## config.mk

```make
export PLATFORM = sky130hd
export DESIGN_NAME = pc_sequencer
export DESIGN_NICKNAME = d
export VERILOG_FILES = /design/src/rtl/pc_sequencer.sv
export SDC_FILE = /design/constraint.sdc
export NUM_CORES = 1
export LEC_CHECK = 0
export CELL_PAD_IN_SITES_DETAIL_PLACEMENT = 1
export CELL_PAD_IN_SITES_GLOBAL_PLACEMENT = 1
export CORE_AREA = 8 8 129 131
export DETAILED_ROUTE_END_ITERATION = 10
export DIE_AREA = 0 0 137 139
export GPL_TIMING_DRIVEN = 0
export HOLD_SLACK_MARGIN = 0.02
export PLACE_DENSITY = 0.81
export SLEW_MARGIN = 20
export SYNTH_ARGS = -nofsm -noshare
export SYNTH_HDL_FRONTEND = slang
export SYNTH_SLANG_ARGS = --single-unit
```

## constraint.sdc

```tcl
create_clock -name clock -period 3.94 [get_ports clock]
set_input_delay 0.788 -clock clock [delete_from_list [all_inputs] [get_ports clock]]
set_output_delay 0.788 -clock clock [all_outputs]
set_load 0.01 [all_outputs]
```

## src/rtl/pc_sequencer.sv

```systemverilog
// Fetch sequencer: picks next_pc each cycle and runs the imem req/ack handshake.
// Latency: instruction presented to decode the cycle after imem_ack; next_pc is combinational.
// Backpressure: decode stall holds the instruction in HOLD; missing acks time out to EXC_VECTOR.
module pc_sequencer #(
    parameter logic [31:0] RESET_VECTOR = 32'h0000_0000,
    parameter logic [31:0] EXC_VECTOR   = 32'h8000_0180,
    parameter int          MAX_WAIT     = 8
) (
    input  logic        clock,
    input  logic        reset,
    input  logic [31:0] pc_in,
    output logic [31:0] next_pc,
    output logic        imem_req,
    output logic [31:0] imem_addr,
    input  logic        imem_ack,
    input  logic [31:0] imem_rdata,
    output logic [31:0] instr,
    output logic [31:0] instr_pc,
    output logic        instr_valid,
    input  logic        stall,
    input  logic        redirect_valid,
    input  logic [31:0] redirect_target,
    input  logic        exception,
    output logic        fetch_error
);

    localparam int CW = (MAX_WAIT > 2) ? $clog2(MAX_WAIT) : 1;
    localparam logic [CW-1:0] LAST_WAIT = CW'(MAX_WAIT - 1);

    typedef enum logic [1:0] {
        BOOT = 2'd0,
        REQ  = 2'd1,
        HOLD = 2'd2
    } state_t;

    state_t        state;
    logic [CW-1:0] wait_cnt;
    logic          timeout;
    logic          ack_in_req;

    // The fetch address is always the live PC register value.
    assign imem_addr  = pc_in;

    // A timeout is an ack-less REQ cycle once the counter has reached its last value.
    assign timeout    = (state == REQ) && (wait_cnt == LAST_WAIT) && !imem_ack;
    assign ack_in_req = (state == REQ) && imem_ack;

    // Next-PC selection: exception > timeout > redirect > per-state rule; PC is held by echoing pc_in.
    always_comb begin
        next_pc = pc_in;
        if (reset) begin
            next_pc = RESET_VECTOR;
        end else if (exception || timeout) begin
            next_pc = EXC_VECTOR;
        end else if (redirect_valid) begin
            next_pc = redirect_target & ~32'h3;
        end else if (ack_in_req) begin
            next_pc = pc_in + 32'd4;
        end
    end

    // Control FSM with registered handshake outputs and instruction capture.
    always_ff @(posedge clock or posedge reset) begin
        if (reset) begin
            state       <= BOOT;
            wait_cnt    <= '0;
            imem_req    <= 1'b0;
            instr_valid <= 1'b0;
            fetch_error <= 1'b0;
            instr       <= 32'h0;
            instr_pc    <= 32'h0;
        end else begin
            fetch_error <= 1'b0;
            if (exception || redirect_valid) begin
                // Flush: any same-cycle ack is dropped and a fresh fetch starts at the target.
                state       <= REQ;
                imem_req    <= 1'b1;
                instr_valid <= 1'b0;
                wait_cnt    <= '0;
                // A timeout still outranks a redirect for the error pulse.
                if (!exception && timeout) begin
                    fetch_error <= 1'b1;
                end
            end else if (timeout) begin
                // Stay in REQ; the PC is already steered to the exception vector.
                fetch_error <= 1'b1;
                wait_cnt    <= '0;
            end else begin
                case (state)
                    BOOT: begin
                        state    <= REQ;
                        imem_req <= 1'b1;
                    end
                    REQ: begin
                        if (imem_ack) begin
                            instr       <= imem_rdata;
                            instr_pc    <= pc_in;
                            state       <= HOLD;
                            imem_req    <= 1'b0;
                            instr_valid <= 1'b1;
                            wait_cnt    <= '0;
                        end else begin
                            wait_cnt <= wait_cnt + 1'b1;
                        end
                    end
                    HOLD: begin
                        if (!stall) begin
                            state       <= REQ;
                            imem_req    <= 1'b1;
                            instr_valid <= 1'b0;
                        end
                    end
                    default: begin
                        state       <= BOOT;
                        imem_req    <= 1'b0;
                        instr_valid <= 1'b0;
                    end
                endcase
            end
        end
    end

endmodule
```

==> metrics.md <==
| Metric | Value |
|---|---|
| Status | complete, no violations |
| Ys flop type | dfrtp_1 |
| Cells after Synth | 367 |
| Unrepaired setup endpoints after global routing | no |
| Commonest non-fill, non-tap cells in the layout | 207 x clkdlybuf4s50_1, 71 x dfrtp_1, 63 x mux2_2 |
| Fillcell total | 1621 |
| Clk_skew | 0.00600 ns |
| Crit path DAT | 3.09 ns |
| CTS tree | built |
| Clock Root Buffer | clkbuf_16 |
| CP max FO | 6 |
| Slew headroom | 65.3% |
| 1st-pass router iterations | 4 |
| HPWL Detailed | 13200 um |
| Hold Path Depth | 1 |
| First-pass GRT wire length | 25200 um |
| Synth warnings | 0 |
| Max-slew violation count | 0 |
| Via count | 3830 |
| Worst IR Drop VDD | 266 uV |
| WP data required | 3.15 ns |
| HP Class | reg -> reg |
| Share of cells above drive strength 1 | 24.0% |
| DIE AREA | 19000 um2 |
| Reg power frac | 34.5% |
| #FFs+latches synth | 71 |
| Most used cell, CP | clkdlybuf4s50_1 |
| Peak Freq | 258 MHz |
| Slew @ Worst Pin | 0.520 ns |
| Area delta synth->final | 75.7% |
| CTS clock-pin slew for the worst setup and hold paths | 0.05 ns |
| Largest net degree at the start of global routing | 43 |
| Post-synth EDFFs | 0 |
| Reg-to-reg endpoint | instr_pc[7] |
| Drt wl/cell | 20.5 um |
| H-tree depth | 3 |
| Post-Route WL | 16700 um |
| Leak | 0.00298 uW |
| Reg2Reg Depth | 5 |
| Syn_nets | 472 |
| Antenna-violating nets left | 0 |
| Synth cell types | 36 |
| Max Cap Viol | 0 |
| Chip height | 139 um |
| Number of global-route vias before repair | 4372 |
| Hold Slack | 0.503 ns |
| Hold path start | instr_pc[18] |
| Max incr delay on CP | 0.59 ns |
| Nets@finish | 722 |
| Bufs on Longest Clock Path | 2 |
| DRT iter0 DRCs | 94 |
| Via/cell ratio | 4.72 |
| Later-pin clock latency in the skew report | 0.34 ns |
| Crit Reg-Reg Startpoint | state[0] |
| Async SR Flop Fraction | 100% |
| Setup TNS | 0 ns |
| TritonCTS Buffers | 9 |
| Period utilization | 98.5% |
| Post-Syn Area | 4010 um2 |
| Floorplan row count | 45 |
| Post-synthesis sequential area ratio | 44.3% |
| Worst path cell trace | clkdlybuf4s50_1 > and4_2 > and4_1 > nand4_1 > xnor2_2 > o31a_1 > clkdlybuf4s50_1 |
| Net Sw Power | 777 uW |
| Clock Sinks | 71 |
| Pwr dens | 396 nW/um2 |
| Critical path's slowest cell | clkdlybuf4s50_1 |
| Combinational share of power | 33.0% |
| Sw Share | 27.9% |
| Starting Density | 27.2% |
| Final Hold Fails | 0 |
| RePlAce Congestion | 0.798 |
| Internal Power | 2010 uW |
| Grt ovf | 0 |
| Design Area, Final | 7040 um2 |
| Clk pwr share | 32.4% |
| Placed Instance Area | 6570 um2 |
| Port Buffer Count | 230 |
| Number of setup violations in the final report | 0 |
| All-Layer GR Usage | 17.3% |
| Core area | 14800 um2 |
| Critical path launch point type | input pin |
| Mapped Avg Cell Area | 10.9 um2 |
| Initial antenna violation count | 1 |
| Min-Delay Endpoint | instr_pc[18] |
| # IOs | 233 |
| Post-route DRC | 0 |
| Setup CP Type | in -> out |
| Commonest non-fill, non-tap cell in the layout | clkdlybuf4s50_1 |
| CP Capture Type | primary output |
| FF-to-FF setup slack | 2.09 ns |
| Die Width | 137 um |
| Min cycle time layout | 3.88 ns |
## worst max path at each step
stage                     startpoint  cells past startpoint     endpoint
final                      pc_in[25]                      7  next_pc[31]
after global routing       pc_in[10]                      9  next_pc[29]
after CTS                   imem_ack                      7  next_pc[31]
after detailed placement    pc_in[4]                      7  next_pc[31]
after global placement         reset                      5   next_pc[0]
after floorplan                reset                      3   next_pc[0]
## logic make-up (layout without fill, tap and decap cells)
logic type / Yosys count / in the layout / synth area share, %
AND/OR/NAND/NOR: 81 / 81 / 12.1
flip-flops: 71 / 71 / 44.3
multiplexers: 69 / 69 / 19.2
AO/OA/AOI/OAI: 59 / 59 / 7.68
buffers and inverters: 55 / 310 / 9.40
XOR/XNOR: 29 / 29 / 6.34
adder cells (fa/ha/maj): 3 / 3 / 0.937
other: 0 / 1 / 0
## cell usage after synthesis, types with 7 or more instances
| master | number | area (um2) |
|---|---|---|
| xor2_1 | 22 | 193 |
| nor2_1 | 15 | 56.3 |
| o21ai_0 | 24 | 120 |
| a21oi_1 | 30 | 150 |
| nand2_1 | 13 | 48.8 |
| mux2_2 | 63 | 709 |
| nand3_1 | 8 | 40.0 |
| clkbuf_1 | 9 | 33.8 |
| nand4_1 | 10 | 62.6 |
| buf_4 | 32 | 240 |
| xnor2_1 | 7 | 61.3 |
| dfrtp_1 | 71 | 1780 |
## area by class of cell
type                    instances  area (um2)  share of cell area [%]
repair buffers                239        2380                    33.8
multi-input cells             241        1910                    27.2
flip-flops and latches         71        1780                    25.2
plain buffers                  51         374                    5.31
clock buffers                  10         239                    3.39
well taps                     188         235                    3.34
clock inverters                 6        91.3                    1.30
inverters                       4        27.5                   0.391
diodes                          1        2.50                  0.0355
## power by group through the flow
| stage | logic (uW) | registers [uW] | clock network (uW) |
|---|---|---|---|
| 6_report | 921 | 964 | 905 |
| 5_1_grt | 989 | 984 | 954 |
| 4_1_cts | 939 | 967 | 923 |
| 3_5_place_dp | 930 | 977 | 0 |
| 3_3_place_gp | 907 | 961 | 0 |
| 2_1_floorplan | 262 | 1040 | 0 |
## per-layer routing
layer	share of wire (%)	global-route usage (%)
met5	0	0
met4	1.2	5.03
met3	12	8.55
met2	50	29.5
met1	37	18.2
## metrics by stage
step	worst slack [ns]	total power, uW	std cells	utilization [%]
global placement	-1.99	1870	785	44.4
finish	0.0589	2790	811	47.7
floorplan	0.0105	1300	367	-
CTS	-0.00732	2830	808	47.4
global route	0.00317	2930	811	47.7
detailed placement	-0.565	1910	786	44.5
## registers in the layout (all words and copies together), names as in the netlist
| signal | flops |
|---|---|
| wait_cnt | 3 |
| fetch_error | 1 |
| state | 2 |
| instr_pc | 32 |
| instr_valid | 1 |
| instr | 32 |
## timing repair
item                                    in CTS  in global routing
pin swaps                                    5                  0
gates resized for setup                     32                 20
buffers inserted                             6                  2
hold buffers                                 0                  0
endpoints found under the setup margin      29                 25
cloned                                       0                  0
## critical path: cells and delay by family
family                 cells  cell delay (ns)
XOR/XNOR                   1             0.28
AO/OA/AOI/OAI              1             0.17
AND/OR/NAND/NOR            3             0.70
buffers and inverters      2             1.14
(Power assumes the default switching activity.)
